<file path="config.mk">
export PLATFORM = sky130hd
export DESIGN_NAME = voice_allocator
export DESIGN_NICKNAME = d
export VERILOG_FILES = /design/src/rtl/voice_allocator.sv
export SDC_FILE = /design/constraint.sdc
export NUM_CORES = 2
export LEC_CHECK = 0
export ABC_AREA = 0
export BUFFER_PORTS_ARGS = -buffer_cell sky130_fd_sc_hd__clkbuf_2
export CAP_MARGIN = 20
export CORE_MARGIN = 3
export CORE_UTILIZATION = 55
export DETAILED_ROUTE_END_ITERATION = 16
export PLACE_DENSITY_LB_ADDON = 0.12
export REMOVE_ABC_BUFFERS = 1
export SLEW_MARGIN = 20
export SYNTH_ARGS = -nofsm -noshare
export SYNTH_HDL_FRONTEND = slang
export SYNTH_SLANG_ARGS = --single-unit
</file>
<file path="constraint.sdc">
create_clock -name reg_clk -period 12.7 [get_ports reg_clk]
set_input_delay 0.635 -clock reg_clk [delete_from_list [all_inputs] [get_ports reg_clk]]
set_output_delay 0.635 -clock reg_clk [all_outputs]
set_load 0.02 [all_outputs]
</file>
<file path="src/rtl/voice_allocator.sv">
// MIDI voice allocator: maps note events onto VOICES slots by scanning one voice per
// cycle, then commits a single gate command (retrigger, allocate, steal or release).
module voice_allocator #(
  parameter int VOICES  = 32,
  parameter int V_WIDTH = 4,
  parameter int TS_W    = 16
) (
  input  logic                reg_clk,
  input  logic                reset_reg_n,
  input  logic                ev_valid,
  output logic                ev_ready,
  input  logic                ev_on,
  input  logic [6:0]          ev_note,
  input  logic [6:0]          ev_vel,
  input  logic                sustain,
  input  logic [1:0]          steal_mode,
  input  logic [VOICES-1:0]   env_done,
  output logic [VOICES-1:0]   keys_on,
  output logic [VOICES-1:0]   voice_free,
  output logic [V_WIDTH+1:0]  active_keys,
  output logic                gate_valid,
  output logic [V_WIDTH:0]    gate_voice,
  output logic                gate_on,
  output logic [6:0]          gate_note,
  output logic [6:0]          gate_vel,
  output logic                gate_steal
);
  typedef enum logic [1:0] {IDLE, SCAN, DECIDE, SWEEP} state_t;
  localparam logic [V_WIDTH:0] LAST_IDX = (V_WIDTH+1)'(VOICES - 1);

  state_t state_reg, state_next;
  logic [V_WIDTH:0]    idx_reg;
  logic [VOICES-1:0]   keys_on_reg, keys_on_next, sus_reg, sus_next;
  logic [6:0]          note_mem [VOICES];
  logic [6:0]          vel_mem [VOICES];
  logic [TS_W-1:0]     ts_mem [VOICES];
  logic [TS_W-1:0]     ts_ctr_reg;
  logic                sus_q_reg, sustain_pend_reg, ev_ready_reg;
  logic                ev_on_reg;
  logic [6:0]          ev_note_reg, ev_vel_reg;
  logic                match_found_reg, free_found_reg, rel_found_reg, held_found_reg;
  logic [V_WIDTH:0]    match_idx_reg, free_idx_reg, rel_idx_reg, old_idx_reg, low_idx_reg;
  logic [TS_W-1:0]     rel_age_reg, old_age_reg;
  logic [6:0]          low_note_reg;
  logic [VOICES-1:0]   voice_free_reg;
  logic [V_WIDTH+1:0]  active_keys_reg, key_count;
  logic                gate_valid_reg, gate_on_reg, gate_steal_reg;
  logic [V_WIDTH:0]    gate_voice_reg;
  logic [6:0]          gate_note_reg, gate_vel_reg;

  logic                sweep_req, accept, last_idx;
  logic                cur_key, cur_env;
  logic [6:0]          cur_note;
  logic [TS_W-1:0]     cur_age;
  logic                alloc_ok, alloc_steal;
  logic [V_WIDTH:0]    alloc_idx;
  logic                do_on, do_off, do_hold, do_sweep;

  // A live pedal fall counts immediately so it wins over an event offered the same cycle.
  assign sweep_req = sustain_pend_reg | (sus_q_reg & ~sustain);
  assign accept    = (state_reg == IDLE) & ~sweep_req & ev_valid & ev_ready_reg;
  assign last_idx  = (idx_reg == LAST_IDX);

  assign cur_key  = keys_on_reg[idx_reg];
  assign cur_env  = env_done[idx_reg];
  assign cur_note = note_mem[idx_reg];
  assign cur_age  = ts_ctr_reg - ts_mem[idx_reg];

  always_comb begin
    alloc_ok    = 1'b1;
    alloc_steal = 1'b0;
    alloc_idx   = match_idx_reg;
    if (match_found_reg) begin
      alloc_idx = match_idx_reg;
    end else if (free_found_reg) begin
      alloc_idx = free_idx_reg;
    end else if (rel_found_reg) begin
      alloc_idx = rel_idx_reg;
    end else if (held_found_reg && steal_mode != 2'd2) begin
      alloc_steal = 1'b1;
      alloc_idx   = (steal_mode == 2'd1) ? low_idx_reg : old_idx_reg;
    end else begin
      alloc_ok = 1'b0;
    end
  end

  assign do_on    = (state_reg == DECIDE) & ev_on_reg & alloc_ok;
  assign do_off   = (state_reg == DECIDE) & ~ev_on_reg & match_found_reg & ~sustain;
  assign do_hold  = (state_reg == DECIDE) & ~ev_on_reg & match_found_reg & sustain;
  assign do_sweep = (state_reg == SWEEP) & sus_reg[idx_reg];

  always_comb begin
    keys_on_next = keys_on_reg;
    sus_next     = sus_reg;
    if (do_on) begin
      keys_on_next[alloc_idx] = 1'b1;
      sus_next[alloc_idx]     = 1'b0;
    end
    if (do_off) begin
      keys_on_next[match_idx_reg] = 1'b0;
      sus_next[match_idx_reg]     = 1'b0;
    end
    if (do_hold) begin
      sus_next[match_idx_reg] = 1'b1;
    end
    if (do_sweep) begin
      keys_on_next[idx_reg] = 1'b0;
      sus_next[idx_reg]     = 1'b0;
    end
  end

  always_comb begin
    key_count = '0;
    for (int i = 0; i < VOICES; i++) begin
      key_count = key_count + (V_WIDTH+2)'(keys_on_next[i]);
    end
  end

  always_comb begin
    state_next = state_reg;
    case (state_reg)
      IDLE:    if (sweep_req) state_next = SWEEP;
               else if (accept) state_next = SCAN;
      SCAN:    if (last_idx) state_next = DECIDE;
      DECIDE:  state_next = IDLE;
      SWEEP:   if (last_idx) state_next = IDLE;
      default: state_next = IDLE;
    endcase
  end

  always_ff @(posedge reg_clk) begin
    if (!reset_reg_n) state_reg <= IDLE;
    else state_reg <= state_next;
  end

  always_ff @(posedge reg_clk) begin
    if (!reset_reg_n) begin
      idx_reg          <= '0;
      keys_on_reg      <= '0;
      sus_reg          <= '0;
      ts_ctr_reg       <= '0;
      for (int i = 0; i < VOICES; i++) begin
        note_mem[i] <= '0;
        vel_mem[i]  <= '0;
        ts_mem[i]   <= '0;
      end
      sus_q_reg        <= 1'b0;
      sustain_pend_reg <= 1'b0;
      ev_ready_reg     <= 1'b0;
      ev_on_reg        <= 1'b0;
      ev_note_reg      <= '0;
      ev_vel_reg       <= '0;
      match_found_reg  <= 1'b0;
      free_found_reg   <= 1'b0;
      rel_found_reg    <= 1'b0;
      held_found_reg   <= 1'b0;
      match_idx_reg    <= '0;
      free_idx_reg     <= '0;
      rel_idx_reg      <= '0;
      old_idx_reg      <= '0;
      low_idx_reg      <= '0;
      rel_age_reg      <= '0;
      old_age_reg      <= '0;
      low_note_reg     <= '0;
      voice_free_reg   <= '0;
      active_keys_reg  <= '0;
      gate_valid_reg   <= 1'b0;
      gate_voice_reg   <= '0;
      gate_on_reg      <= 1'b0;
      gate_note_reg    <= '0;
      gate_vel_reg     <= '0;
      gate_steal_reg   <= 1'b0;
    end else begin
      gate_valid_reg  <= 1'b0;
      sus_q_reg       <= sustain;
      keys_on_reg     <= keys_on_next;
      sus_reg         <= sus_next;
      voice_free_reg  <= ~keys_on_next & env_done;
      active_keys_reg <= key_count;
      ev_ready_reg    <= (state_next == IDLE);
      // A new fall during the final sweep step must survive the clear.
      if (sus_q_reg && !sustain) sustain_pend_reg <= 1'b1;
      else if (state_reg == SWEEP && last_idx) sustain_pend_reg <= 1'b0;

      case (state_reg)
        IDLE: begin
          idx_reg <= '0;
          if (accept) begin
            ev_on_reg       <= ev_on;
            ev_note_reg     <= ev_note;
            ev_vel_reg      <= ev_vel;
            match_found_reg <= 1'b0;
            free_found_reg  <= 1'b0;
            rel_found_reg   <= 1'b0;
            held_found_reg  <= 1'b0;
          end
        end
        SCAN: begin
          if (cur_key && cur_note == ev_note_reg && !match_found_reg) begin
            match_found_reg <= 1'b1;
            match_idx_reg   <= idx_reg;
          end
          if (!cur_key && cur_env && !free_found_reg) begin
            free_found_reg <= 1'b1;
            free_idx_reg   <= idx_reg;
          end
          if (!cur_key && !cur_env && (!rel_found_reg || cur_age > rel_age_reg)) begin
            rel_found_reg <= 1'b1;
            rel_idx_reg   <= idx_reg;
            rel_age_reg   <= cur_age;
          end
          if (cur_key) begin
            held_found_reg <= 1'b1;
            if (!held_found_reg || cur_age > old_age_reg) begin
              old_idx_reg <= idx_reg;
              old_age_reg <= cur_age;
            end
            if (!held_found_reg || cur_note < low_note_reg) begin
              low_idx_reg  <= idx_reg;
              low_note_reg <= cur_note;
            end
          end
          idx_reg <= last_idx ? '0 : idx_reg + 1'b1;
        end
        DECIDE: begin
          if (do_on) begin
            note_mem[alloc_idx] <= ev_note_reg;
            vel_mem[alloc_idx]  <= ev_vel_reg;
            ts_mem[alloc_idx]   <= ts_ctr_reg;
            ts_ctr_reg          <= ts_ctr_reg + 1'b1;
            gate_valid_reg      <= 1'b1;
            gate_voice_reg      <= alloc_idx;
            gate_on_reg         <= 1'b1;
            gate_note_reg       <= ev_note_reg;
            gate_vel_reg        <= ev_vel_reg;
            gate_steal_reg      <= alloc_steal;
          end
          if (do_off) begin
            gate_valid_reg <= 1'b1;
            gate_voice_reg <= match_idx_reg;
            gate_on_reg    <= 1'b0;
            gate_note_reg  <= note_mem[match_idx_reg];
            gate_steal_reg <= 1'b0;
          end
        end
        SWEEP: begin
          if (do_sweep) begin
            gate_valid_reg <= 1'b1;
            gate_voice_reg <= idx_reg;
            gate_on_reg    <= 1'b0;
            gate_note_reg  <= note_mem[idx_reg];
            gate_steal_reg <= 1'b0;
          end
          idx_reg <= last_idx ? '0 : idx_reg + 1'b1;
        end
        default: idx_reg <= '0;
      endcase
    end
  end

  assign ev_ready    = ev_ready_reg;
  assign keys_on     = keys_on_reg;
  assign voice_free  = voice_free_reg;
  assign active_keys = active_keys_reg;
  assign gate_valid  = gate_valid_reg;
  assign gate_voice  = gate_voice_reg;
  assign gate_on     = gate_on_reg;
  assign gate_note   = gate_note_reg;
  assign gate_vel    = gate_vel_reg;
  assign gate_steal  = gate_steal_reg;
endmodule

</file>
After elaboration in Yosys (flattened, before gate mapping)

Memories as Yosys holds them, arrays and structs flattened. A register that Yosys moved wholly into a read port is not among the register bits.
Cells that the tools add are included.

Multipliers: 0
Reductions and logical operators: 43
Add/subtract/negate cells: 34
Eq/ne operators: 14
Bitwise logic cells: 27
Shift-type cells: 0
Divide/modulo/power cells: 0
$lt $le $gt $ge: 9
Multiplexer cells: 84

Operator list:

| cell                  | count |
|---|---|
| $mux 32               | 7 |
| $and 32x32->32        | 6 |
| $add 6x1->6           | 26 |
| $not 32->32           | 4 |
| $mux 5                | 17 |
| $or 32x32->32         | 2 |
| $mux 1                | 34 |
| $gt 16x16->1          | 2 |
| $mux 7                | 4 |
| $reduce_and 3->1      | 7 |
| $pmux 5 s2            | 2 |
| $lt 5x6->1 const B    | 3 |
| $add 16x1->16 const B | 1 |
| $mux 16               | 1 |
| $reduce_or 16->1      | 1 |
| $sub 16x16->16        | 1 |
| $bmux 1 s5            | 3 |
| $demux 1 s5           | 3 |
| $ge 5x1->1 const B    | 3 |
| $ne 2x2->1 const B    | 7 |
| $pmux 1 s2            | 7 |
| $pmux 7 s2            | 1 |
| $logic_and 1x1->1     | 12 |
| $and 1x1->1           | 11 |
| 23 further kinds      | 46 |

Bits in writable memories: 736
Memories: 2
Latch bits: 0
Input port bits: 53
Register bits: 233
Memory bits (read-only): 0

Memory list:

| name     | depth | bits a word | rd ports | clocked after memory_dff | wr ports | RTL line | source |
|---|---|---|---|---|---|---|---|
| ts_mem   | 32    | 16          | 1        | 1                        | 32       | 36       | `logic [TS_W-1:0] ts_mem [VOICES];` |
| note_mem | 32    | 7           | 2        | 2                        | 32       | 34       | `logic [6:0] note_mem [VOICES];` |

Depth between registers and ports, before layout

Depth in word-level cells: 47
Depth in mapped cells: 30

Least setup slack after synthesis

OpenSTA, ideal clock, no wires.

Path kind: register to register
Start point: register idx_reg[0]
End point: register active_keys_reg[4], in the netlist active_keys[4]
Path slack: 6051 ps
Cell stages (with the launch flop): 28
Buffers on the path: 3
Clock period less this slack: 6649 ps
Data arrival time: 6521 ps
Cell sequence: dfxtp_1 -> buf_2 -> buf_2 -> mux4_2 -> a22oi_1 -> a41oi_1 -> and2_1 -> clkbuf_1 -> a22oi_1 -> o21a_1 -> inv_1 -> fa_1 -> fa_1 -> inv_1 -> fa_1 -> fa_1 -> fa_1 -> inv_1 -> fa_1 -> inv_1 -> ha_1 -> inv_1 -> fa_1 -> inv_1 -> a21o_1 -> a21oi_1 -> xor2_1 -> nor2_1

Word-level cells in the longest chain between the ends: 38
Elaborated cells between the ends (all ways): 42

RTL lines:

| item                                                           | RTL line | source |
|---|---|---|
| start: declaration                                             | 32       | `logic [V_WIDTH:0] idx_reg;` |
| start signal: assignment                                       | 223      | `idx_reg <= last_idx ? '0 : idx_reg + 1'b1;` |
| start signal: assignment                                       | 254      | `idx_reg <= last_idx ? '0 : idx_reg + 1'b1;` |
| $lt 5x6->1 (not written as such) or $ge 5x1->1 (tied branches) | 107      | `keys_on_next[idx_reg] = 1'b0;` |
| $logic_and 1x1->1 (not written as such)                        | 107      |  |
| $mux 1 (not written as such)                                   | 107      |  |
| $demux 1 s5                                                    | 107      |  |
| $not 32->32 (no line)                                          | n/a      |  |
| $and 32x32->32 (no line)                                       | n/a      |  |
| $mux 32 *                                                      | 106      | `if (do_sweep) begin` |
| $add 1x1->2                                                    | 115      | `key_count = key_count + (V_WIDTH+2)'(keys_on_next[i]);` |
| $add 2x1->3                                                    | 115      |  |
| $add 3x1->4                                                    | 115      |  |
| $add 4x1->5                                                    | 115      |  |
| $add 5x1->6                                                    | 115      |  |
| $add 6x1->6 (25 in a row)                                      | 115      |  |
| $add 6x1->6 *                                                  | 115      |  |
| end signal: assignment                                         | 179      | `active_keys_reg <= key_count;` |
| end: declaration                                               | 46       | `logic [V_WIDTH+1:0] active_keys_reg, key_count;` |

Mark *: on every way between the ends. The rest lies on a longest branch, timed or not. The select of a mux whose other input is x is not followed.
A chain may end at the register's enable or synchronous reset.

Worst setup path in the final report

Start point: register idx_reg[4]
End point: register active_keys_reg[4], in the netlist active_keys[4]

Elaborated cells between the ends (all ways): 42

RTL lines:

| item                                                           | RTL line | source |
|---|---|---|
| $lt 5x6->1 (not written as such) or $ge 5x1->1 (tied branches) | 107      |  |
| $logic_and 1x1->1 (not written as such)                        | 107      |  |
| $mux 1 (not written as such)                                   | 107      |  |
| $demux 1 s5                                                    | 107      |  |
| $not 32->32 (no line)                                          | n/a      |  |
| $and 32x32->32 (no line)                                       | n/a      |  |
| $mux 32 *                                                      | 106      |  |
| via keys_on_next[17]                                           | 33       | `logic [VOICES-1:0] keys_on_reg, keys_on_next, sus_reg, sus_next;` |
| $add 6x1->6 * (15 in a row)                                    | 115      |  |

The timed path passes the listed nets; every way through them passes the cells marked *. The select of a mux whose other input is x is not followed.

==> results_dict.tcl <==
set metrics [dict create \
    stdcell_count 4955 \
    drt-total-wl_um 159000 \
    clk_latency_ns 0.70 \
    place.gp.congestion 0.953 \
    tightest_slew_ns 1.18 \
    numPortBuffers 145 \
    seq_power_share 0.503 \
    yosys-top-cells-count "edfxtp_1, and2_1, mux4_2" \
    initial_utilization 0.556 \
    hold_buffers 0 \
    syn_to_final_growth_pct 10.5 \
    top_regs "ts_mem (512), note_mem (224)" \
    detail_route.wl_per_cell_um 32.0 \
    cts_root_buffer "clkbuf_16" \
    cp_max_fo 26 \
    syn_inst 3683 \
    design.core.area_um2 87000 \
    hp-class "primary input to flip-flop" \
    ff2ff_setup_slack_ns 5.05 \
    cts.sinks 979 \
    grt_util_all_layers 0.349 \
    status "complete, no violations" \
    internal_power_uw 5480 \
    total_leakage_power_uw 0.0190 \
    hold_slack_ns 0.166 \
    synth_area_leaders "edfxtp_1, mux4_2, dfxtp_1, and2_1, mux2i_1" \
    min_period_ns 7.65 \
    syn-cell-area_um2 48400 \
    syn_avg_cell_area_um2 13.1 \
    largest_reg_flops 512 \
    top_register "ts_mem" \
    vias 32800 \
    rsz0062_at_grt "false" \
    drive_gt1_frac 0.202 \
    dpl.cell_count 4757 \
    cts_buffer_depth 3 \
    cts_setup_buffers 0 \
    first_pass_iters 6 \
    total_power_uw 7160 \
    hold_viol 0 \
    p_comb_frac 0.073 \
    finClkSkew_ns 0.0389 \
    drt-initial-drc-count 4939 \
    slew_violations 0 \
    p_clk_frac 0.424 \
    clkTransAtPathRegs_ns 0.06 \
    power_density_nw_per_um2 134 \
    required_ns 13.26 \
    finalSetupTns_ns 0 \
    cts_buffers 102 \
    cap_violations 0 \
    synth-async-reset-ratio 0 \
    ir_worst_vdd_v 0.000108 \
    fin_nets 3851 \
    max_freq_mhz 131 \
    synth_edf_count 736 \
    synth_seq_cells 979 \
    sw_frac_of_total 0.235 \
    ioPinCount 146 \
    fp-row-count 108 \
    grt-ovfl-total 0 \
    postRouteAntennaNets 0 \
    grt_max_degree 97 \
    via_per_inst 6.62 \
    crit_arrival_ns 8.21 \
    die_area_um2 91600 \
    fin_crit_sh 0.602 \
    first_global_vias 32500 \
    synth_most_common_cell "edfxtp_1" \
    cts_resized 0 \
    yosys.area.top_type "edfxtp_1" \
    chipHeight_um 303 \
    setup_violations 0 \
    cp-start-kind "flip-flop" \
    ys_types 92 \
    dp_hpwl_um 94600 \
    slew_headroom 0.211 \
    synth-seq-area-share 0.557 \
    ys.warnings.count 0 \
    fp.dieW_um 303 \
    grt_pass1_wl_um 228000 \
    antenna_found_initial 12 \
    drc 0 \
    cts_tree "yes" \
    cts.htree.levels 3 \
    final_core_util 0.615 \
    endpoint_kind "flip-flop" \
    yosys.area.top_type_share 0.457 \
    p_switching_uw 1690 \
    synth_ff_type "edfxtp_1" \
    critPathKind "flip-flop to flip-flop" \
]
-- critical path, stage by stage (launching register included) --
cell	delay (ns)
dfxtp_1	0.31
buf_4	0.33
nor3b_1	0.71
a22oi_1	0.15
a41oi_1	0.52
nand2_1	0.54
o221ai_1	0.47
inv_1	0.11
fa_1	0.57
inv_1	0.07
fa_1	0.49
inv_1	0.05
fa_1	0.46
fa_1	0.54
fa_1	0.50
inv_1	0.06
fa_1	0.45
inv_1	0.08
ha_1	0.16
inv_1	0.06
fa_1	0.45
inv_1	0.07
a21o_1	0.10
a21oi_1	0.07
xor2_1	0.14
nor2_1	0.06
-- cells in the final DEF, fill, tap and decap left out, types with 92 or more instances in the layout --
master and n:
a21oi_1 93, and2_1 656, buf_4 104, clkbuf_16 104
clkbuf_2 144, dfxtp_1 230, edfxtp_1 736, inv_1 97
mux2i_1 124, mux4_2 267, nand2_1 144, nor2_1 211
nor3_1 92
-- logic make-up (layout without fill, tap and decap cells) --
group	Yosys count	in the layout	synth area share
flip-flops	979	979	0.557
multiplexers	418	418	0.163
adder cells (fa/ha/maj)	91	91	0.0274
AO/OA/AOI/OAI	359	359	0.0487
buffers and inverters	431	540	0.0401
other	0	8	0
AND/OR/NAND/NOR	1372	1372	0.158
XOR/XNOR	33	33	0.00597
-- metrics by stage --
step,setup slack [ns],cell area (µm²)
floorplan,1.39,46800
global placement,5.14,50100
detailed placement,5.07,50100
CTS,5.11,53500
global route,4.49,53500
finish,5.05,53500
-- path summary, 6_finish.rpt --
path	startpoint	endpoint	depth (start not counted)
worst min-delay path	ev_note[1]	ev_note_reg[1]$_SDFFE_PN0P_	3
worst max register to register	idx_reg[4]$_SDFFE_PN0N_	active_keys[4]$_SDFF_PN0_	25
worst max-delay path	idx_reg[4]$_SDFFE_PN0N_	active_keys[4]$_SDFF_PN0_	25
worst min register to register	ev_vel_reg[2]$_SDFFE_PN0P_	ev_vel_reg[2]$_SDFFE_PN0P_	2
-- power groups by stage --
stage | Sequential, µW | Combinational, µW | Clock (µW)
2_1_floorplan | 3680 | 299 | 0
3_3_place_gp | 3660 | 508 | 0
3_5_place_dp | 3670 | 513 | 0
4_1_cts | 3600 | 514 | 3050
5_1_grt | 3610 | 548 | 3200
6_report | 3600 | 521 | 3040
-- routing by layer --
metal,up-vias,track usage,share of wire
met4,4,0.161,0.052
li1,13600,-,-
met5,-,0,0.00014
met3,452,0.0785,0.11
met1,16500,0.480,0.38
met2,2215,0.533,0.46
-- cell type report --
class | instances | area [µm²]
Antenna cell | 8 | 20.0
Clock buffer | 127 | 2780
Clock inverter | 62 | 583
Fill cell | 6741 | 33500
Inverter | 99 | 374
Multi-Input combinational cell | 2273 | 19800
Sequential cell | 979 | 27000
Tap cell | 1155 | 1450
Timing Repair Buffer | 252 | 1560
No activity file was read; power rests on OpenSTA's default activity.
